$ cat src/rtl/fetch_pkg.sv
// Shared types and constants for the instruction-fetch controller.
package fetch_pkg;

  typedef enum logic [1:0] {
    IDLE = 2'd0,
    REQ  = 2'd1,
    HOLD = 2'd2,
    DROP = 2'd3
  } fetch_state_e;

  typedef enum logic [1:0] {
    PC_HOLD = 2'd0,
    PC_NEXT = 2'd1,
    PC_LOAD = 2'd2
  } pc_op_e;

  localparam int unsigned PC_INC   = 4;
  localparam int unsigned PC_RESET = 0;

endpackage

$ cat src/rtl/pc_reg.sv
// Program counter register with hold / increment / redirect selection.
module pc_reg
  import fetch_pkg::*;
#(
  parameter int PC_W = 9
) (
  input  logic            clk,
  input  logic            reset,
  input  logic [1:0]      op,
  input  logic [PC_W-1:0] target,
  output logic [PC_W-1:0] pc
);

  // Increment wraps naturally modulo 2^PC_W.
  always_ff @(posedge clk) begin
    if (reset) begin
      pc <= PC_W'(PC_RESET);
    end else begin
      case (pc_op_e'(op))
        PC_NEXT: pc <= pc + PC_W'(PC_INC);
        PC_LOAD: pc <= target;
        default: pc <= pc;
      endcase
    end
  end

endmodule

$ cat src/rtl/fetch_ctrl.sv
// Instruction-fetch controller: sequential fetch, stall hold, branch redirect with in-flight drop.
// Define FETCH_MISALIGN_TRAP_EN to trap on misaligned redirect targets instead of forcing alignment.
module fetch_ctrl
  import fetch_pkg::*;
#(
  parameter int PC_W = 9
) (
  input  logic            clk,
  input  logic            reset,
  input  logic            PcSel,
  input  logic [31:0]     BrPC,
  input  logic            Stall,
  output logic            imem_req,
  output logic [PC_W-1:0] imem_addr,
  input  logic            imem_ack,
  input  logic [31:0]     imem_rdata,
  output logic            if_valid,
  output logic [PC_W-1:0] if_pc,
  output logic [31:0]     if_instr,
  output logic            Flush,
  output logic            misalign_trap
);

  fetch_state_e    state_q, state_d;
  pc_op_e          pc_op;
  logic [PC_W-1:0] pc;
  logic [PC_W-1:0] target;
  logic [PC_W-1:0] drop_addr_q;
  logic            redirect;
  logic            trap_req;
  logic            capture;
  logic            clear_valid;
  logic            drop_load;
  logic            unused_brpc;

  assign unused_brpc = ^{BrPC[31:PC_W], BrPC[1:0]};

`ifdef FETCH_MISALIGN_TRAP_EN
  logic trap_q;

  // A misaligned target is refused outright; fetch carries on as if no branch came.
  assign redirect = PcSel && (BrPC[1:0] == 2'b00);
  assign trap_req = PcSel && (BrPC[1:0] != 2'b00);
  assign target   = BrPC[PC_W-1:0];

  always_ff @(posedge clk) begin
    if (reset) trap_q <= 1'b0;
    else       trap_q <= trap_req;
  end

  assign misalign_trap = trap_q;
`else
  assign redirect      = PcSel;
  assign trap_req      = 1'b0;
  assign target        = {BrPC[PC_W-1:2], 2'b00};
  assign misalign_trap = 1'b0;
`endif

  pc_reg #(
    .PC_W(PC_W)
  ) u_pc_reg (
    .clk   (clk),
    .reset (reset),
    .op    (pc_op),
    .target(target),
    .pc    (pc)
  );

  always_ff @(posedge clk) begin
    if (reset) state_q <= IDLE;
    else       state_q <= state_d;
  end

  always_comb begin
    state_d     = state_q;
    pc_op       = PC_HOLD;
    capture     = 1'b0;
    clear_valid = 1'b0;
    drop_load   = 1'b0;
    case (state_q)
      IDLE: begin
        clear_valid = 1'b1;
        state_d     = REQ;
        if (redirect) pc_op = PC_LOAD;
      end
      REQ: begin
        if (redirect) begin
          pc_op       = PC_LOAD;
          clear_valid = 1'b1;
          if (imem_ack) begin
            state_d = REQ;
          end else begin
            state_d   = DROP;
            drop_load = 1'b1;
          end
        end else if (imem_ack) begin
          capture = 1'b1;
          if (Stall) state_d = HOLD;
          else       pc_op   = PC_NEXT;
        end else begin
          clear_valid = 1'b1;
        end
      end
      HOLD: begin
        if (redirect) begin
          pc_op       = PC_LOAD;
          clear_valid = 1'b1;
          state_d     = REQ;
        end else if (!Stall) begin
          pc_op       = PC_NEXT;
          clear_valid = 1'b1;
          state_d     = REQ;
        end
      end
      DROP: begin
        // The bus read must complete at its original address; only the PC moves.
        clear_valid = 1'b1;
        if (redirect) pc_op = PC_LOAD;
        if (imem_ack) state_d = REQ;
      end
      default: state_d = IDLE;
    endcase
  end

  assign imem_req  = (state_q == REQ) || (state_q == DROP);
  assign imem_addr = (state_q == DROP) ? drop_addr_q : pc;

  always_ff @(posedge clk) begin
    if (reset) begin
      if_valid    <= 1'b0;
      if_pc       <= '0;
      if_instr    <= '0;
      Flush       <= 1'b0;
      drop_addr_q <= '0;
    end else begin
      if (capture) begin
        if_valid <= 1'b1;
        if_pc    <= pc;
        if_instr <= imem_rdata;
      end else if (clear_valid) begin
        if_valid <= 1'b0;
      end
      if (drop_load) drop_addr_q <= pc;
      Flush <= redirect;
    end
  end

endmodule

$ cat config.mk
export PLATFORM = sky130hd
export DESIGN_NAME = fetch_ctrl
export DESIGN_NICKNAME = d
export VERILOG_FILES = /design/src/rtl/fetch_pkg.sv /design/src/rtl/pc_reg.sv /design/src/rtl/fetch_ctrl.sv
export SDC_FILE = /design/constraint.sdc
export NUM_CORES = 1
export LEC_CHECK = 0
export CORE_MARGIN = 2
export CORE_UTILIZATION = 30
export DETAILED_ROUTE_END_ITERATION = 7
export GPL_ROUTABILITY_DRIVEN = 0
export PLACE_DENSITY = 0.61
export SLEW_MARGIN = 30
export SYNTH_ARGS = -nofsm -noshare
export SYNTH_HDL_FRONTEND = slang
export SYNTH_SLANG_ARGS = --single-unit
$ cat constraint.sdc
create_clock -name clk -period 3.2 [get_ports clk]
set_input_delay 0.8 -clock clk [delete_from_list [all_inputs] [get_ports clk]]
set_output_delay 0.8 -clock clk [all_outputs]
set_load 0.02 [all_outputs]
==> results of run 1 <==
==> synth_stat cells, drive strengths merged <==
master	number	share of area, %
o211ai	3	0.92
nand2b	2	0.51
nand2	85	13
inv	5	0.77
o21ai	4	0.82
or3	1	0.26
clkbuf	11	1.7
a21oi	42	8.6
nor2	15	2.3
a21boi	1	0.31
and3b	2	0.72
or2	2	0.51
ha	5	2.6
nor3b	1	0.31
o311ai	1	0.36
nand3b	3	0.92
mux2i	10	4.1
or3b	1	0.36
o41a	1	0.46
conb	1	0.15
buf	16	3.9
nand3	4	1.0
a211oi	1	0.31
o221ai	1	0.36
or4b	1	0.41
o31a	2	0.77
dfxtp	57	47
nor2b	1	0.26
a21o	1	0.31
a31oi	3	0.77
nor3	2	0.41
mux2	10	4.6
a221oi	1	0.61
==> metrics by stage <==
step	worst slack [ns]	instances	hold slack [ns]
2_1_floorplan	0.989	300	0.458
3_3_place_gp	0.276	476	0.442
3_5_place_dp	0.249	476	0.448
4_1_cts	0.285	492	0.457
5_1_grt	0.203	492	0.472
6_report	0.322	492	0.452
==> layer usage <==
metal / vias to the layer above / global-route usage, % / routed length [µm]
met3: 6 / 4.74 / 425
li1: 1159 / - / -
met5: - / 0 / 0
met2: 64 / 23.6 / 2800
met4: 0 / 5.07 / 51
met1: 1024 / 16.6 / 2840
==> cell usage in the layout, fill, tap and decap left out, types with 3 or more instances in the layout <==
cell / n
clkdlybuf4s50_1: 91
nand2_1: 85
dfxtp_1: 57
a21oi_1: 42
nor2_1: 15
mux2_2: 10
mux2i_1: 10
clkbuf_8: 9
buf_4: 9
inv_1: 5
ha_1: 5
conb_1: 5
o21ai_0: 4
nand3b_1: 3
a31oi_1: 3
nand3_1: 3
o211ai_1: 3
==> final cells by class <==
type,instances,area [µm²]
tap,102,128
sequential,57,1140
multi-input combinational,211,1160
inverter,5,18.8
clock inverter,5,56.3
fill,816,4180
clock buffer,11,131
timing repair buffer,101,983
==> tightest hold or removal path, stage by stage (launching register included) <==
cell and delay (ns):
dfxtp_1 0.31, nand2_1 0.05, a21oi_1 0.05
==> how the worst max path moves through the flow <==
stage	startpoint	endpoint	slack, ns
global route	state_q[1]	imem_addr[6]	0.20
finish	state_q[1]	imem_addr[6]	0.32
floorplan	PcSel	u_pc_reg.pc[7]	0.99
global placement	imem_ack	u_pc_reg.pc[6]	0.28
detailed placement	imem_ack	u_pc_reg.pc[7]	0.25
CTS	state_q[1]	imem_addr[6]	0.28
==> power groups by stage <==
stage	Sequential (µW)	Combinational [µW]	Clock (µW)
floorplan	805	190	0
global placement	789	361	0
detailed placement	790	362	0
CTS	774	365	672
global route	779	395	702
finish	773	360	637
==> kinds of logic (layout without fill, tap and decap cells) <==
| group | count (synthesis) | in the layout | share of synthesized area [%] |
|---|---|---|---|
| AOI/OAI and AO/OA | 61 | 61 | 14.6 |
| adders and majority gates | 5 | 5 | 2.56 |
| buffers and inverters | 32 | 122 | 6.39 |
| DFF | 57 | 57 | 46.6 |
| muxes | 20 | 20 | 8.69 |
| other | 1 | 5 | 0.153 |
| and+or+nand+nor | 120 | 120 | 21.0 |
==> out/qor.json, run 1 <==
{
  "fin_crit_sh": {"value": 89.9, "unit": "%"},
  "cts_root_buffer": {"value": "clkbuf_8"},
  "tightestPinTransition": {"value": 0.717, "unit": "ns"},
  "place.port_buffers": {"value": 92},
  "die_area": {"value": 8900, "unit": "µm²"},
  "timing.rr.start": {"value": "state_q[1]"},
  "final_layout_size_suffix_gt1_share": {"value": 10.0, "unit": "%"},
  "grt_first_pass_wirelength": {"value": 9.82, "unit": "mm"},
  "p_sw": {"value": 485, "unit": "µW"},
  "cts-root-to-sink-buffers": {"value": 2},
  "drt_pre_antenna_iters": {"value": 6},
  "power.combinational.fraction": {"value": 20.4, "unit": "%"},
  "worst_ir_drop_vdd": {"value": 0.280, "unit": "mV"},
  "status": {"value": "complete, no violations"},
  "dr_total_vias": {"value": 2253},
  "power_leakage": {"value": 0.00134, "unit": "µW"},
  "clock_skew": {"value": 0.00833, "unit": "ns"},
  "yosys_register_bits": {"value": 57},
  "clock_power_share": {"value": 36.0, "unit": "%"},
  "h-tree-depth": {"value": 3},
  "setup.reg_to_reg.worst_slack": {"value": 0.85, "unit": "ns"},
  "power_density": {"value": 489, "unit": "nW/µm²"},
  "internal-power": {"value": 1290, "unit": "µW"},
  "routed_via_density": {"value": 4.58},
  "starting_density_of_the_core": {"value": 31.3, "unit": "%"},
  "fin_tns_setup": {"value": 0, "unit": "ns"},
  "max_freq": {"value": 347, "unit": "MHz"},
  "largest_reg_flops": {"value": 32},
  "die_h": {"value": 94.3, "unit": "µm"},
  "timing.hold.worst.class": {"value": "reg2reg"},
  "fp.dieW": {"value": 94.3, "unit": "µm"},
  "drt_wl_total": {"value": 6.12, "unit": "mm"},
  "synth.yosys.warnings": {"value": 0},
  "seqPwrFrac": {"value": 43.7, "unit": "%"},
  "cts_tree": {"value": "done"},
  "violation_count_after_the_first_detailed_route_iteration": {"value": 85},
  "clk_pin_slew_worst_paths": {"value": 0.07, "unit": "ns"},
  "fin_nets": {"value": 459},
  "area_added_between_synthesis_and_finish": {"value": 48.1, "unit": "%"},
  "post-cts-setup-buffer-count": {"value": 0},
  "number_of_cell_rows": {"value": 32},
  "clock_insertion_delay_worst_skew": {"value": 0.33, "unit": "ns"},
  "report.final.hold_viol_count": {"value": 0},
  "vias_in_the_first_global_route": {"value": 2146},
  "largest-register": {"value": "if_instr"},
  "dp_hpwl": {"value": 4.25, "unit": "mm"},
  "final_antenna_net_count": {"value": 0},
  "cap_viol_max_count": {"value": 0},
  "tritoncts.num_buffers": {"value": 9},
  "setup.worst_path.class": {"value": "reg2out"},
  "setup-violations-final": {"value": 0},
  "place_area": {"value": 3440, "unit": "µm²"},
  "drc": {"value": 0},
  "grt_util_all_layers": {"value": 14.0, "unit": "%"},
  "detail_route.wl_per_cell": {"value": 12.4, "unit": "µm"},
  "antenna_found_initial": {"value": 0},
  "min_period": {"value": 2.88, "unit": "ns"},
  "switching_share": {"value": 27.4, "unit": "%"},
  "insertedDiodeCount": {"value": 0},
  "grt_start_max_net_pins": {"value": 40},
  "cts.sinks": {"value": 57},
  "hp_start": {"value": "if_instr[23]"},
  "finish.utilization": {"value": 46.4, "unit": "%"},
  "worst_setup_path_start_kind": {"value": "flip-flop"},
  "cts_hold_repair.buffers": {"value": 0},
  "post-route-cell-area": {"value": 3620, "unit": "µm²"},
  "seq_area_frac_synth": {"value": 46.6, "unit": "%"},
  "rsz0062_at_grt": {"value": "no"},
  "ff2ff_path_depth": {"value": 8},
  "avgSynthCellArea": {"value": 8.27, "unit": "µm²"},
  "peak_per_stage_delay_on_the_critical_path": {"value": 0.54, "unit": "ns"},
  "synth_cells": {"value": 296},
  "fin_total_pwr": {"value": 1770, "unit": "µW"},
  "cp_num_buf_inv": {"value": 1},
  "min_path_cells": {"value": 2},
  "final_max_slew_viol_count": {"value": 0},
  "critPathTopFamily": {"value": "buffers and inverters"},
  "globalRouteOverflowTotal": {"value": 0},
  "worst_ep_required_time": {"value": 2.40, "unit": "ns"},
  "mappedNetlistArea": {"value": 2450, "unit": "µm²"},
  "cts_resized": {"value": 0},
  "io_pins": {"value": 123},
  "design.core.area": {"value": 7810, "unit": "µm²"},
  "critPathSlowestCell": {"value": "clkdlybuf4s50_1"},
  "r2r-end": {"value": "u_pc_reg.pc[7]"},
  "critPathCaptureType": {"value": "output port"},
  "critical_path.max_fanout": {"value": 9},
  "critical_path_arrival": {"value": 2.08, "unit": "ns"},
  "synth_cell_type_count": {"value": 37},
  "path_cells": {"value": "ha_1 > mux2_2 > clkdlybuf4s50_1"},
  "timing.critical_path.depth": {"value": 3},
  "hold_end": {"value": "if_instr[23]"},
  "worst_slew_margin_rel": {"value": 52.2, "unit": "%"}
}
Power figures use the tool's default switching activity.
==> run 2: changes to the inputs <==
--- a/config.mk
+++ b/config.mk
@@ -6,10 +6,10 @@
 export NUM_CORES = 1
 export LEC_CHECK = 0
 export CORE_MARGIN = 2
-export CORE_UTILIZATION = 30
+export CORE_UTILIZATION = 43
 export DETAILED_ROUTE_END_ITERATION = 7
 export GPL_ROUTABILITY_DRIVEN = 0
-export PLACE_DENSITY = 0.61
+export PLACE_DENSITY = 0.83
 export SLEW_MARGIN = 30
 export SYNTH_ARGS = -nofsm -noshare
 export SYNTH_HDL_FRONTEND = slang
==> run 2 against run 1 <==
Total power rose by 3.9%. Sequential power grew 0.9%. Count of clock-buffer cells in the layout fell by 1. Global-route usage rose by 5.0 points. Critical path depth is the same. Setup slack worse by 0.0073 ns.
==> out/qor.json, run 2 (synthesis results as in run 1) <==
{
  "status": {"value": "complete, no violations"},
  "cts-root-to-sink-buffers": {"value": 2, "change": "unchanged"},
  "hp_start": {"value": "if_instr[12]"},
  "grt_util_all_layers": {"value": 19.1, "unit": "%", "change": "+5.0 points"},
  "place.port_buffers": {"value": 92, "change": "unchanged"},
  "min_period": {"value": 2.89, "unit": "ns", "change": "+0.00726 ns"},
  "fp.dieW": {"value": 79.4, "unit": "µm", "change": "-16%"},
  "drc": {"value": 0, "change": "unchanged"},
  "area_added_between_synthesis_and_finish": {"value": 47.1, "unit": "%"},
  "detail_route.wl_per_cell": {"value": 12.9, "unit": "µm", "change": "+3.6%"},
  "layout_common_cells": {"value": "clkdlybuf4s50_1, nand2_1, dfxtp_1"},
  "fin_crit_sh": {"value": 90.2, "unit": "%", "change": "+0.23 points"},
  "largest-register": {"value": "if_instr"},
  "design.core.area": {"value": 5510, "unit": "µm²", "change": "-29%"},
  "number_of_cell_rows": {"value": 27, "change": "-16%"},
  "critPathCaptureType": {"value": "output port"},
  "grt_first_pass_wirelength": {"value": 9.47, "unit": "mm", "change": "-3.5%"},
  "hold_end": {"value": "if_instr[12]"},
  "routed_via_density": {"value": 4.95, "change": "+8.1%"},
  "setup-violations-final": {"value": 0, "change": "unchanged"},
  "min_path_cells": {"value": 2, "change": "unchanged"},
  "worst_ep_required_time": {"value": 2.40, "unit": "ns", "change": "about the same"},
  "grt_start_max_net_pins": {"value": 38, "change": "-5.0%"},
  "final_max_slew_viol_count": {"value": 0, "change": "unchanged"},
  "die_area": {"value": 6310, "unit": "µm²", "change": "-29%"},
  "cts_tree": {"value": "done"},
  "antenna_found_initial": {"value": 0, "change": "unchanged"},
  "finish.utilization": {"value": 65.4, "unit": "%", "change": "+19 points"},
  "drt_wl_total": {"value": 5.94, "unit": "mm", "change": "-2.9%"},
  "cts.sinks": {"value": 57, "change": "unchanged"},
  "timing.hold.worst.class": {"value": "reg2reg"},
  "cts_root_buffer": {"value": "clkbuf_8"},
  "worst_setup_path_start_kind": {"value": "flip-flop"},
  "power_density": {"value": 511, "unit": "nW/µm²", "change": "+4.5%"},
  "critical_path_arrival": {"value": 2.09, "unit": "ns", "change": "about the same"},
  "critical_path.max_fanout": {"value": 9, "change": "unchanged"},
  "insertedDiodeCount": {"value": 0, "change": "unchanged"},
  "clock_skew": {"value": 0.00378, "unit": "ns", "change": "-0.00454 ns"},
  "h-tree-depth": {"value": 3, "change": "unchanged"},
  "fin_tns_setup": {"value": 0, "unit": "ns", "change": "unchanged"},
  "num-fill-cells": {"value": 461, "change": "-44%"},
  "cts_resized": {"value": 0, "change": "unchanged"},
  "cap_viol_max_count": {"value": 0, "change": "unchanged"},
  "worst_ir_drop_vdd": {"value": 0.384, "unit": "mV", "change": "+37%"},
  "largest_reg_flops": {"value": 32, "change": "unchanged"},
  "tritoncts.num_buffers": {"value": 9, "change": "unchanged"},
  "dr_total_vias": {"value": 2281, "change": "+1.2%"},
  "globalRouteOverflowTotal": {"value": 0, "change": "unchanged"},
  "r2r-end": {"value": "u_pc_reg.pc[3]"},
  "clk_pin_slew_worst_paths": {"value": 0.06, "unit": "ns", "change": "about the same"},
  "violation_count_after_the_first_detailed_route_iteration": {"value": 62, "change": "-27%"},
  "vias_in_the_first_global_route": {"value": 2124, "change": "-1.0%"},
  "io_pins": {"value": 123, "change": "unchanged"},
  "timing.rr.start": {"value": "state_q[1]"},
  "seq_area": {"value": 1140, "unit": "µm²", "change": "unchanged"},
  "max_freq": {"value": 347, "unit": "MHz", "change": "-0.25%"},
  "drt_pre_antenna_iters": {"value": 4, "change": "-2"},
  "fin_nets": {"value": 458, "change": "-0.22%"},
  "setup.worst_path.class": {"value": "reg2out"},
  "ff2ff_path_depth": {"value": 9, "change": "+1"},
  "starting_density_of_the_core": {"value": 44.4, "unit": "%", "change": "+13 points"},
  "tightestPinTransition": {"value": 0.652, "unit": "ns", "change": "-0.0650 ns"},
  "setup.reg_to_reg.worst_slack": {"value": 0.83, "unit": "ns", "change": "-0.02 ns"},
  "final_antenna_net_count": {"value": 0, "change": "unchanged"},
  "die_h": {"value": 79.4, "unit": "µm", "change": "-16%"},
  "layout_commonest_cell": {"value": "clkdlybuf4s50_1"},
  "report.final.hold_viol_count": {"value": 0, "change": "unchanged"},
  "rsz0062_at_grt": {"value": "no"},
  "cts_hold_repair.buffers": {"value": 0, "change": "unchanged"},
  "final_layout_size_suffix_gt1_share": {"value": 10.0, "unit": "%", "change": "+0.026 points"},
  "power_leakage": {"value": 0.00135, "unit": "µW", "change": "+0.56%"},
  "post-cts-setup-buffer-count": {"value": 0, "change": "unchanged"},
  "multi_input_comb_area": {"value": 1160, "unit": "µm²", "change": "unchanged"},
  "worst_slew_margin_rel": {"value": 56.5, "unit": "%", "change": "+4.3 points"},
  "clock_insertion_delay_worst_skew": {"value": 0.33, "unit": "ns", "change": "about the same"},
  "dp_hpwl": {"value": 4.09, "unit": "mm", "change": "-3.9%"}
}
-- run 2: cell count changes in the layout (fill, tap and decap cells not counted) --
cell and change:
buf_4 -1, bufinv_16 +1, clkbuf_1 -1, clkinv_2 +1
clkinv_4 -1
-- run 2: cell type report --
type / instances / area share, %
tap: 72 / 2.50
inverter: 5 / 0.521
clock buffer: 10 / 3.54
multi-input combinational: 211 / 32.3
sequential: 57 / 31.7
timing repair buffer: 100 / 27.1
clock inverter: 6 / 2.29
-- run 2: report_power, final --
part           switching [µW]  internal [µW]  total, µW
logic                     173            180        353
registers                36.2            744        780
clock network             273            434        706
total                     481           1360       1840
-- run 2: routing by layer --
layer,wire length [µm],share of wire (%),GRT usage [%]
met1,2530,43,22.1
met2,2790,47,32.2
met4,140,2.4,9.66
met3,477,8.0,5.20
met5,0,0,0
-- run 2: how the worst max path moves through the flow --
stage,end,depth (start not counted),start
finish,imem_addr[4],3,state_q[1]
global route,imem_addr[6],3,state_q[1]
CTS,imem_addr[4],3,state_q[1]
detailed placement,u_pc_reg.pc[3],8,PcSel
global placement,u_pc_reg.pc[3],8,PcSel
floorplan,u_pc_reg.pc[7],6,PcSel
-- run 2: per-stage QoR --
stage / total power (µW) / hold slack, ns / area (µm²) / std cells / setup WS, ns
floorplan: 996 / 0.458 / 2460 / 300 / 0.989
global placement: 1140 / 0.441 / 3390 / 445 / 0.336
detailed placement: 1150 / 0.447 / 3390 / 445 / 0.267
CTS: 1860 / 0.455 / 3600 / 461 / 0.291
global route: 1930 / 0.469 / 3600 / 461 / 0.221
finish: 1840 / 0.453 / 3600 / 461 / 0.315
-- run 2: worst max-delay path: stages, from the launching register on --
cell             delay [ns]
dfxtp_1                0.40
ha_1                   0.44
mux2_2                 0.39
clkdlybuf4s50_1        0.54
